==> config.mk <==
export PLATFORM = sky130hd
export DESIGN_NAME = key_entry_ctrl
export DESIGN_NICKNAME = d
export VERILOG_FILES = /design/src/rtl/key_entry_pkg.sv /design/src/rtl/key_debounce.sv /design/src/rtl/key_entry_ctrl.sv
export SDC_FILE = /design/constraint.sdc
export NUM_CORES = 1
export LEC_CHECK = 0
export CORE_MARGIN = 3
export CORE_UTILIZATION = 59
export CTS_BUF_LIST = sky130_fd_sc_hd__clkbuf_16
export DETAILED_ROUTE_END_ITERATION = 16
export PLACE_DENSITY = 0.81
export RECOVER_POWER = 25
export REMOVE_ABC_BUFFERS = 1
export SLEW_MARGIN = 5
export SYNTH_ARGS = -nofsm -noshare
export SYNTH_HDL_FRONTEND = slang
export SYNTH_SLANG_ARGS = --single-unit
==> constraint.sdc <==
create_clock -name clk -period 10.4 [get_ports clk]
set_clock_uncertainty 0.2 [all_clocks]
set_input_delay 1.04 -clock clk [delete_from_list [all_inputs] [get_ports clk]]
set_output_delay 1.04 -clock clk [all_outputs]
set_load 0.02 [all_outputs]
==> src/rtl/key_entry_pkg.sv <==
// -----------------------------------------------------------------------------
// key_entry_pkg
// Shared definitions for the keypad entry controller:
//   - KEY_STAR / KEY_HASH : 4-bit codes of the '*' and '#' keys (digits are 0-9)
//   - deb_state_e         : debounce FSM state encoding
//   - key_dec_t           : decoded key {valid, code}
//   - onehot_to_code()    : scanner one-hot (bit0..8 = 1..9, bit9 = '*',
//                           bit10 = '0', bit11 = '#') to key code; valid only
//                           when exactly one bit is set
// -----------------------------------------------------------------------------
package key_entry_pkg;

    localparam logic [3:0] KEY_STAR = 4'hA;
    localparam logic [3:0] KEY_HASH = 4'hB;

    typedef enum logic [1:0] {
        IDLE      = 2'd0,
        PRESS_DEB = 2'd1,
        HELD      = 2'd2
    } deb_state_e;

    typedef struct packed {
        logic       valid;
        logic [3:0] code;
    } key_dec_t;

    function automatic key_dec_t onehot_to_code(input logic [11:0] onehot);
        key_dec_t   dec;
        logic [3:0] ones;
        dec  = '0;
        ones = '0;
        for (int i = 0; i < 12; i++) begin
            if (onehot[i]) begin
                ones = ones + 4'd1;
                case (i)
                    9:       dec.code = KEY_STAR;
                    10:      dec.code = 4'd0;
                    11:      dec.code = KEY_HASH;
                    default: dec.code = 4'(i + 1);
                endcase
            end
        end
        dec.valid = (ones == 4'd1);
        return dec;
    endfunction

endpackage

==> src/rtl/key_debounce.sv <==
// -----------------------------------------------------------------------------
// key_debounce
// Debounces the scanner's one-hot key value for both press and release.
// A press is accepted DEB_CYCLES cycles after the first valid one-hot sample,
// provided the value stays identical; a release needs DEB_CYCLES consecutive
// zero samples. Multi-bit values are neither a press nor a release.
// Ports:
//   clk, rst      : clock, synchronous active-high reset
//   key_data[11:0]: raw one-hot from the scanner
//   accept        : one-cycle pulse (combinational) on the accepting cycle
//   key_captured  : one-hot value captured at the start of the press
// -----------------------------------------------------------------------------
module key_debounce
    import key_entry_pkg::*;
#(
    parameter int DEB_CYCLES = 250000
) (
    input  logic        clk,
    input  logic        rst,
    input  logic [11:0] key_data,
    output logic        accept,
    output logic [11:0] key_captured
);

    localparam int            CW       = $clog2(DEB_CYCLES);
    localparam logic [CW-1:0] CNT_LAST = CW'(DEB_CYCLES - 1);

    deb_state_e    state_q, state_d;
    logic [CW-1:0] cnt_q, cnt_d;
    logic [11:0]   cap_q, cap_d;

    // NOTE: state registers use non-blocking assignments so every flop samples
    // the pre-edge value of its neighbours, independent of statement order.
    always_ff @(posedge clk) begin
        if (rst) begin
            state_q <= IDLE;
            cnt_q   <= '0;
            cap_q   <= '0;
        end else begin
            state_q <= state_d;
            cnt_q   <= cnt_d;
            cap_q   <= cap_d;
        end
    end

    // NOTE: every output of this block is given a default first, so no path
    // through the case leaves a variable unassigned and no latch is inferred.
    always_comb begin
        state_d = state_q;
        cnt_d   = cnt_q;
        cap_d   = cap_q;
        accept  = 1'b0;
        unique case (state_q)
            IDLE: begin
                if ($onehot(key_data)) begin
                    cap_d   = key_data;
                    cnt_d   = '0;
                    state_d = PRESS_DEB;
                end
            end
            PRESS_DEB: begin
                if (key_data != cap_q) begin
                    state_d = IDLE;
                end else if (cnt_q == CNT_LAST) begin
                    accept  = 1'b1;
                    cnt_d   = '0;
                    state_d = HELD;
                end else begin
                    cnt_d = cnt_q + CW'(1);
                end
            end
            HELD: begin
                // Any nonzero value, even another key, only restarts the
                // release count: holding never repeats and rollover is ignored.
                if (key_data != '0) begin
                    cnt_d = '0;
                end else if (cnt_q == CNT_LAST) begin
                    cnt_d   = '0;
                    state_d = IDLE;
                end else begin
                    cnt_d = cnt_q + CW'(1);
                end
            end
            default: state_d = IDLE;
        endcase
    end

    assign key_captured = cap_q;

endmodule

==> src/rtl/key_entry_ctrl.sv <==
// -----------------------------------------------------------------------------
// key_entry_ctrl
// Keypad entry controller: debounces scanner keys, collects DIGITS BCD digits
// ('*' clears, '#' submits) and hands complete entries downstream over a
// valid/ready handshake. New keys are ignored while an entry is pending.
// Optional feature (macro KEY_ENTRY_TIMEOUT_EN): a partial entry is cleared
// after TIMEOUT_CYCLES cycles without an accepted key; otherwise timeout = 0.
// Ports:
//   clk, rst          : clock, synchronous active-high reset
//   key_data[11:0]    : one-hot key from the scanner, 0 = no key
//   key_strobe        : one-cycle pulse per accepted press
//   key_code[3:0]     : code of the last accepted key (0-9, A='*', B='#')
//   digit_count       : digits currently buffered
//   entry_data        : submitted entry, first-typed digit in the MS nibble
//   entry_valid/ready : output handshake; valid held until ready
//   entry_err         : pulse, '#' on an incomplete entry
//   overflow          : pulse, digit on a full buffer
//   timeout           : pulse, inactivity clear
// -----------------------------------------------------------------------------
module key_entry_ctrl
    import key_entry_pkg::*;
#(
    parameter int DIGITS         = 4,
    parameter int DEB_CYCLES     = 250000,
    parameter int TIMEOUT_CYCLES = 250000000
) (
    input  logic                         clk,
    input  logic                         rst,
    input  logic [11:0]                  key_data,
    output logic                         key_strobe,
    output logic [3:0]                   key_code,
    output logic [$clog2(DIGITS+1)-1:0]  digit_count,
    output logic [4*DIGITS-1:0]          entry_data,
    output logic                         entry_valid,
    input  logic                         entry_ready,
    output logic                         entry_err,
    output logic                         overflow,
    output logic                         timeout
);

    localparam int              NW   = 4 * DIGITS;
    localparam int              CNTW = $clog2(DIGITS + 1);
    localparam logic [CNTW-1:0] FULL = CNTW'(DIGITS);

    logic        deb_accept;
    logic [11:0] deb_key;
    key_dec_t    dec;
    logic        key_accept;
    logic        tmo_fire;

    key_debounce #(.DEB_CYCLES(DEB_CYCLES)) u_debounce (
        .clk          (clk),
        .rst          (rst),
        .key_data     (key_data),
        .accept       (deb_accept),
        .key_captured (deb_key)
    );

    assign dec        = onehot_to_code(deb_key);
    assign key_accept = deb_accept & dec.valid;

    logic            key_strobe_q, key_strobe_d;
    logic [3:0]      key_code_q, key_code_d;
    logic [NW-1:0]   buf_q, buf_d;
    logic [CNTW-1:0] count_q, count_d;
    logic [NW-1:0]   entry_data_q, entry_data_d;
    logic            entry_valid_q, entry_valid_d;
    logic            entry_err_q, entry_err_d;
    logic            overflow_q, overflow_d;
    logic            timeout_q, timeout_d;

`ifdef KEY_ENTRY_TIMEOUT_EN
    localparam int            TW       = (TIMEOUT_CYCLES > 1) ? $clog2(TIMEOUT_CYCLES) : 1;
    localparam logic [TW-1:0] TMO_LAST = TW'(TIMEOUT_CYCLES - 1);

    logic [TW-1:0] tmo_cnt_q, tmo_cnt_d;

    always_comb begin
        tmo_cnt_d = tmo_cnt_q;
        tmo_fire  = 1'b0;
        if (key_accept || count_q == '0 || entry_valid_q) begin
            tmo_cnt_d = '0;
        end else if (tmo_cnt_q == TMO_LAST) begin
            tmo_fire  = 1'b1;
            tmo_cnt_d = '0;
        end else begin
            tmo_cnt_d = tmo_cnt_q + TW'(1);
        end
    end

    always_ff @(posedge clk) begin
        if (rst) tmo_cnt_q <= '0;
        else     tmo_cnt_q <= tmo_cnt_d;
    end
`else
    logic unused_timeout_cfg;
    assign unused_timeout_cfg = ^TIMEOUT_CYCLES;
    assign tmo_fire           = 1'b0;
`endif

    always_comb begin
        key_strobe_d  = key_accept;
        key_code_d    = key_code_q;
        buf_d         = buf_q;
        count_d       = count_q;
        entry_data_d  = entry_data_q;
        entry_valid_d = entry_valid_q;
        entry_err_d   = 1'b0;
        overflow_d    = 1'b0;
        timeout_d     = tmo_fire;

        if (entry_valid_q && entry_ready) entry_valid_d = 1'b0;

        if (tmo_fire) begin
            buf_d   = '0;
            count_d = '0;
        end

        if (key_accept) begin
            key_code_d = dec.code;
            // Lock uses the pre-edge entry_valid, so a key landing on the
            // handshake cycle is still dropped.
            if (!entry_valid_q) begin
                if (dec.code <= 4'd9) begin
                    if (count_q == FULL) begin
                        overflow_d = 1'b1;
                    end else begin
                        buf_d   = NW'({buf_q, dec.code});
                        count_d = count_q + CNTW'(1);
                    end
                end else begin
                    if (dec.code == KEY_HASH) begin
                        if (count_q == FULL) begin
                            entry_data_d  = buf_q;
                            entry_valid_d = 1'b1;
                        end else begin
                            entry_err_d = 1'b1;
                        end
                    end
                    buf_d   = '0;
                    count_d = '0;
                end
            end
        end
    end

    // NOTE: the digit buffer and entry register are reset along with the
    // control flops; they are a few flops, not a RAM, and a reset must drop
    // any partial or pending entry.
    always_ff @(posedge clk) begin
        if (rst) begin
            key_strobe_q  <= 1'b0;
            key_code_q    <= '0;
            buf_q         <= '0;
            count_q       <= '0;
            entry_data_q  <= '0;
            entry_valid_q <= 1'b0;
            entry_err_q   <= 1'b0;
            overflow_q    <= 1'b0;
            timeout_q     <= 1'b0;
        end else begin
            key_strobe_q  <= key_strobe_d;
            key_code_q    <= key_code_d;
            buf_q         <= buf_d;
            count_q       <= count_d;
            entry_data_q  <= entry_data_d;
            entry_valid_q <= entry_valid_d;
            entry_err_q   <= entry_err_d;
            overflow_q    <= overflow_d;
            timeout_q     <= timeout_d;
        end
    end

    assign key_strobe  = key_strobe_q;
    assign key_code    = key_code_q;
    assign digit_count = count_q;
    assign entry_data  = entry_data_q;
    assign entry_valid = entry_valid_q;
    assign entry_err   = entry_err_q;
    assign overflow    = overflow_q;
    assign timeout     = timeout_q;

endmodule

==> results of run 1 <==
## stage by stage
step	cell area (um^2)	total power, mW	utilization (%)	worst slack [ns]	std cells
6_report	5550	1.35	70.4	1.78	731
5_1_grt	5550	1.47	70.4	1.15	731
4_1_cts	5550	1.36	70.4	1.77	731
3_5_place_dp	5260	1.04	66.7	1.83	715
3_3_place_gp	5260	0.999	66.7	2.20	715
2_1_floorplan	4700	0.893	-	2.67	569
## final timing paths
kind | cells after the start | from | slack (ns) | to
setup reg to reg | 39 | u_debounce.key_captured[1] | 1.78 | buf_q[12]
hold / removal | 2 | entry_data[12] | 0.27 | entry_data[12]
setup / recovery | 39 | u_debounce.key_captured[1] | 1.78 | buf_q[12]
hold reg to reg | 2 | entry_data[12] | 0.27 | entry_data[12]
## area by class of cell
class / instances / area [um^2]
Fill cell: 616 / 2340
Inverter: 39 / 146
Multi-Input combinational cell: 455 / 3060
Tap cell: 102 / 128
Clock buffer: 9 / 225
Clock inverter: 7 / 65.1
Sequential cell: 75 / 1500
Timing Repair Buffer: 44 / 428
## state kept, by name, summed over array words and instances (netlist names), 2 cells and up
name,flops
buf_q,16
digit_count,3
entry_data,16
key_code,4
u_debounce.cnt_q,18
u_debounce.key_captured,12
u_debounce.state_q,2
## worst max-delay path: cells and delay by family, from the launching register on
family | cells | cell delay, ns
flops | 1 | 0.41
xor+xnor | 1 | 0.18
simple gates | 12 | 2.51
buf+inv | 3 | 0.23
mux | 2 | 0.36
fa+ha+maj | 10 | 2.99
compound gates | 11 | 1.59
## cell usage after synthesis, drive strengths merged (3+ instances only)
master / instances / area, um^2
a211oi: 6 / 50.1
a21o: 3 / 22.5
a21oi: 71 / 355
a31o: 3 / 26.3
and2: 4 / 25.0
and3: 3 / 18.8
buf: 13 / 72.6
clkbuf: 28 / 110
dfxtp: 75 / 1500
fa: 7 / 140
ha: 35 / 438
inv: 39 / 146
mux2i: 3 / 30.0
nand2: 38 / 143
nand2b: 9 / 56.3
nand3: 34 / 170
nand3b: 4 / 30.0
nand4: 12 / 75.1
nor2: 59 / 221
nor3: 12 / 70.1
nor3b: 6 / 56.3
nor4: 8 / 50.1
o211ai: 4 / 30.0
o21ai: 50 / 250
or3: 9 / 56.3
or4: 3 / 26.3
xnor2: 15 / 131
xor2: 29 / 277
xor3: 3 / 72.6
## per-layer routing
metal,part of all wire [%],wire length [um],track usage (%),up-vias
li1,-,-,-,2136
met1,47,4810,30.8,1963
met2,48,4920,37.8,94
met3,4.6,476,4.76,8
met4,0.87,90,6.26,0
met5,0,0,0,-
## power by group
group / internal (mW) / leakage [nW] / switching, mW / total, mW
clock network: 0.168 / 0.141 / 0.133 / 0.301
registers: 0.306 / 0.605 / 0.0551 / 0.362
logic: 0.294 / 1.46 / 0.392 / 0.686
total: 0.768 / 2.21 / 0.580 / 1.35
## kinds of logic (layout without fill, tap and decap cells)
kind of cell,after synthesis,after routing
simple gates,207,207
compound gates,153,153
buf+inv,80,99
flops,75,75
xor+xnor,49,49
fa+ha+maj,42,42
mux,3,3
other cells,1,1
==> results.txt, run 1 <==
----------------------------------------------------
[Run status]
  Outcome ... finished clean

[STA]
  Relative max-transition margin ... 40.1%
  Max-slew violation total from the final report ... 0
  RSZ-0062 raised after global routing ... false
  Summed negative setup slack over all endpoints ... 0 ns
  Actual transition at the worst max-transition pin ... 0.898 ns
  Number of hold-slack violations in the final timing report ... 0
  Final-layout worst hold slack ... 0.268 ns
  Post-route clock period utilization ... 82.9%
  Final setup vio count ... 0
  Post-layout minimum cycle time ... 8.62 ns
  Max Clock Freq ... 0.116 GHz

[Routing]
  Post-route ant nets ... 0
  Count of routing violations after the opening detailed-route iteration ... 234
  Total iterations of the first detailed-routing run ... 5
  Ratio of routed vias to standard cells ... 5.75
  Via Count ... 4,201
  DRC violations left ... 0
  Wirelength per Cell ... 14.1 um
  Detailed Route WL ... 10.3 mm

[Min path]
  Worst Hold Class ... reg -> reg

[Setup path]
  Endpoint required time on the critical path ... 10.40 ns
  Critical-path top delay cell ... sky130_fd_sc_hd__or4_4
  Data arrival time of the worst path ... 8.61 ns
  Kind of launch point of the worst setup path ... flop
  Delay of the slowest critical-path stage ... 0.61 ns
  Path type of the worst setup path ... reg -> reg
  Most repeated library cell on the critical path ... sky130_fd_sc_hd__ha_1
  Largest fanout on the critical path ... 18
  Crit path capture type ... flop

[Flow run]
  Number of violations of the max-capacitance limit ... 0

[Layout]
  Leading cell type in the layout, fill and taps excluded ... sky130_fd_sc_hd__dfxtp_1
  Total inserted antenna cells ... 0
  Top library cells by usage in the layout, fill and taps aside ... 75 x sky130_fd_sc_hd__dfxtp_1, 71 x sky130_fd_sc_hd__a21oi_1, 59 x sky130_fd_sc_hd__nor2_1
  Area overhead of the layout relative to synthesis ... 13.7%
  Number of nets in the layout ... 681
  Ratio of cells with drive above 1 in the final layout ... 5.88%

[Die]
  Overall die area ... 9400 um^2
  Core region area ... 7890 um^2
  Starting Density ... 61.8%
  IO Count ... 43
  DIE HEIGHT ... 96.9 um
  Number of placement rows ... 32
  DIE WIDTH ... 96.9 um

[Logic synthesis]
  Simple-gate share of the synthesized area ... 21.3%
  Async set or reset register ratio after synthesis ... 0%
  Fraction of synthesized cell area in xor and xnor cells ... 10.8%
  Synthesized area divided by synthesized cell count ... 8.00 um^2
  Multiplexer share of the synthesized area ... 0.616%
  Dominant register cell in the synthesized netlist ... sky130_fd_sc_hd__dfxtp_1
  Main combinational cell family by area after synthesis ... simple AND/OR/NAND/NOR gates
  Area of the mapped netlist ... 4880 um^2
  Yosys synthesis warning count ... 0
  Number of synthesized flops with an enable pin ... 0
  Number of unique standard cell types used by synthesis ... 60
  Share of synthesized cell area in full adder, half adder and majority cells ... 11.8%
  Compound-Gate Fraction of Synth Area ... 17.8%
  Fraction of the yosys area taken by sequential cells ... 30.8%
  Seq cells post-synth ... 75
  Number of cells produced by synthesis ... 610

[Clocking]
  # clock sinks ... 75
  Number of hold-repair buffers added at the cts stage ... 0
  Resized cells post-CTS ... 0
  Depth of the CTS H-tree ... 3
  Clock tree from TritonCTS ... yes
  CTS Root Buffer Type ... sky130_fd_sc_hd__clkbuf_16
  Setup Fix Bufs, Post-CTS ... 0
  Maximum clock insertion buffer count ... 2
  Worst-skew pair later-pin latency ... 0.33 ns
  Clk slew on worst S/H paths ... 0.07 ns
  Inserted Clock Buffers ... 9

[Power]
  Power per Cell Area ... 243 nW/um^2
  Static leakage power ... 2.21 nW
  Peak supply drop ... 0.156 mV

[GRT]
  Pin count of the biggest net entering global routing ... 53
  Combined global-route utilization of all metal layers ... 23.0%
  Total congestion overflow ... 0
  Antenna violations before repair ... 0
  Wire length of the first global-routing pass ... 18.5 mm
  Via count of the first global-routing pass ... 4,146

[Placed design]
  Half-perimeter wire length of the detailed placement result ... 7.29 mm
  Routability congestion estimate ... 0.884
  Total of buffers placed on input and output ports ... 41

----------------------------------------------------
(Power assumes the default switching activity.)
==> run 2, diff against run 1 <==
--- a/config.mk
+++ b/config.mk
@@ -6,10 +6,10 @@
 export NUM_CORES = 1
 export LEC_CHECK = 0
 export CORE_MARGIN = 3
-export CORE_UTILIZATION = 59
+export CORE_UTILIZATION = 53
 export CTS_BUF_LIST = sky130_fd_sc_hd__clkbuf_16
 export DETAILED_ROUTE_END_ITERATION = 16
-export PLACE_DENSITY = 0.81
+export PLACE_DENSITY = 0.77
 export RECOVER_POWER = 25
 export REMOVE_ABC_BUFFERS = 1
 export SLEW_MARGIN = 5
==> constraint.sdc (replaced) <==
create_clock -name clk -period 7.9 [get_ports clk]
set_clock_uncertainty 0.2 [all_clocks]
set_input_delay 0.79 -clock clk [delete_from_list [all_inputs] [get_ports clk]]
set_output_delay 0.79 -clock clk [all_outputs]
set_load 0.02 [all_outputs]
==> results.txt, run 2 (same netlist as run 1, synthesis figures left out) <==
----------------------------------------------------
[Clocking]
  # clock sinks ... 75 (unchanged)
  Maximum clock insertion buffer count ... 2 (unchanged)
  Depth of the CTS H-tree ... 3 (unchanged)
  Inserted Clock Buffers ... 9 (unchanged)
  Clk slew on worst S/H paths ... 0.07 ns (about the same)
  Clock tree from TritonCTS ... yes
  Number of hold-repair buffers added at the cts stage ... 0 (unchanged)
  CTS Root Buffer Type ... sky130_fd_sc_hd__clkbuf_16
  Worst-skew pair later-pin latency ... 0.34 ns (about the same)

[Setup path]
  Register-to-register setup slack ... 0.006 ns (-1.78 ns)
  Data arrival time of the worst path ... 7.92 ns (-0.69 ns)
  Most repeated library cell on the critical path ... sky130_fd_sc_hd__ha_4
  Critical-path top delay cell ... sky130_fd_sc_hd__or4_4
  Path type of the worst setup path ... reg -> reg
  Largest fanout on the critical path ... 5 (-13)
  Crit path capture type ... flop
  Endpoint required time on the critical path ... 7.92 ns (-2.48 ns)
  Delay of the slowest critical-path stage ... 0.59 ns (-0.02 ns)
  Kind of launch point of the worst setup path ... flop

[Placed design]
  Post-placement worst setup slack ... -0.314 ns (-2.14 ns)
  Total of buffers placed on input and output ports ... 41 (unchanged)
  Placed Cells incl. Taps ... 733 (+2.5%)
  Routability congestion estimate ... 0.845 (-4.5%)
  Half-perimeter wire length of the detailed placement result ... 7.65 mm (+4.8%)

[STA]
  Relative max-transition margin ... 33.1% (-7.1 points)
  Worst Slack Setup Final ... 0.00577 ns (-1.78 ns)
  Number of hold-slack violations in the final timing report ... 0 (unchanged)
  Max Clock Freq ... 0.127 GHz (+9.2%)
  Final setup vio count ... 0 (unchanged)
  Max-slew violation total from the final report ... 0 (unchanged)
  Actual transition at the worst max-transition pin ... 1.00 ns (+0.106 ns)
  Post-route clock period utilization ... 99.9% (+17 points)
  RSZ-0062 raised after global routing ... true
  Post-layout minimum cycle time ... 7.89 ns (-0.723 ns)

[Die]
  Number of placement rows ... 34 (+6.3%)
  Starting Density ... 55.1% (-6.7 points)
  DIE WIDTH ... 102 um (+5.2%)
  Overall die area ... 10,400 um^2 (+11%)
  IO Count ... 43 (unchanged)
  DIE HEIGHT ... 102 um (+5.2%)
  Core region area ... 8850 um^2 (+12%)

[Routing]
  Total iterations of the first detailed-routing run ... 5 (unchanged)
  Via Count ... 4,486 (+6.8%)
  Post-route ant nets ... 0 (unchanged)
  Ratio of routed vias to standard cells ... 5.84 (+1.6%)
  Count of routing violations after the opening detailed-route iteration ... 386 (+65%)
  Wirelength per Cell ... 15.3 um (+8.6%)
  Detailed Route WL ... 11.7 mm (+14%)
  DRC violations left ... 0 (unchanged)

[Layout]
  Number of cells in the finished layout apart from fillers ... 768 (+5.1%)
  Total inserted antenna cells ... 0 (unchanged)
  Count of fill cells added during filler insertion ... 677 (+9.9%)
  Number of nets in the layout ... 712 (+4.6%)
  Top library cells by usage in the layout, fill and taps aside ... 72 x sky130_fd_sc_hd__dfxtp_1, 69 x sky130_fd_sc_hd__a21oi_1, 58 x sky130_fd_sc_hd__nor2_1
  Combined flip-flop and latch cell area ... 1510 um^2 (+0.25%)
  Area occupied by multi-input gates ... 3290 um^2 (+7.8%)
  Register ranked first by flip-flop count ... u_debounce.cnt_q
  Number of flip-flops under the largest register name ... 18 (unchanged)
  Area overhead of the layout relative to synthesis ... 24.8%
  Util after Layout ... 68.8% (-1.5 points)
  Leading cell type in the layout, fill and taps excluded ... sky130_fd_sc_hd__dfxtp_1
  Ratio of cells with drive above 1 in the final layout ... 17.3% (+11 points)

[Power]
  Total power ... 2.21 mW (+64%)
  Static leakage power ... 2.41 nW (+9.1%)
  Peak supply drop ... 0.271 mV (+73%)
  Power per Cell Area ... 363 nW/um^2 (+49%)

[GRT]
  Antenna violations before repair ... 0 (unchanged)
  Via count of the first global-routing pass ... 4,016 (-3.1%)
  Wire length of the first global-routing pass ... 18.7 mm (+0.97%)
  Total congestion overflow ... 0 (unchanged)
  Combined global-route utilization of all metal layers ... 22.2% (-0.88 points)
  Pin count of the biggest net entering global routing ... 53 (unchanged)

[Min path]
  Worst Hold Class ... reg -> reg

[Flow run]
  Number of violations of the max-capacitance limit ... 0 (unchanged)

[Run status]
  Outcome ... finished clean

----------------------------------------------------
[run 2: worst max-delay path, delay by kind of cell, from the launching register on]
family,cells,cell delay [ns]
DFF,1,0.36
buffers and inverters,8,0.86
adders and majority gates,9,2.18
xor gates and xnor gates,3,0.53
and+or+nand+nor,12,2.30
muxes,2,0.24
AOI/OAI and AO/OA,9,1.09
[run 2: worst paths after layout]
path,startpoint,end,cells past startpoint
worst max-delay path,u_debounce.key_captured[0],buf_q[6],43
worst min-delay path,buf_q[15],buf_q[15],2
worst max register to register,u_debounce.key_captured[0],buf_q[6],43
worst min register to register,buf_q[15],buf_q[15],2
[run 2: area by class of cell]
type                            count  area share [%]
Clock inverter                      7            1.15
Timing Repair Buffer               75            11.7
Sequential cell                    75            24.7
Inverter                           39            2.40
Clock buffer                        9            3.70
Tap cell                          108            2.22
Multi-Input combinational cell    455            54.1
[run 2: timing repair]
item	CTS	global route
setup buffers	6	10
cloned	1	2
endpoints found under the setup margin	35	43
pin swaps	4	19
gates resized for setup	18	51
[run 2: power breakdown]
part           switching [mW]  internal (mW)
clock                   0.184          0.222
sequential             0.0727          0.404
combinational           0.667          0.659
total                   0.924           1.28
[run 2: routing by layer]
metal,vias up,share of wire (%),track usage [%]
met4,0,1.6,6.26
met2,136,48,36.3
met1,2124,45,30.1
li1,2206,-,-
met3,20,5.0,4.16
met5,-,0,0
[run 2: stage by stage]
| step | hold slack, ns | setup TNS (ns) | instance area (um^2) |
|---|---|---|---|
| after detailed placement | 0.261 | -8.85 | 5360 |
| after global placement | 0.259 | 0 | 5360 |
| after floorplan | 0.238 | 0 | 4700 |
| after global routing | 0.287 | -6.21 | 6090 |
| final | 0.268 | 0 | 6090 |
| after CTS | 0.273 | 0 | 5760 |
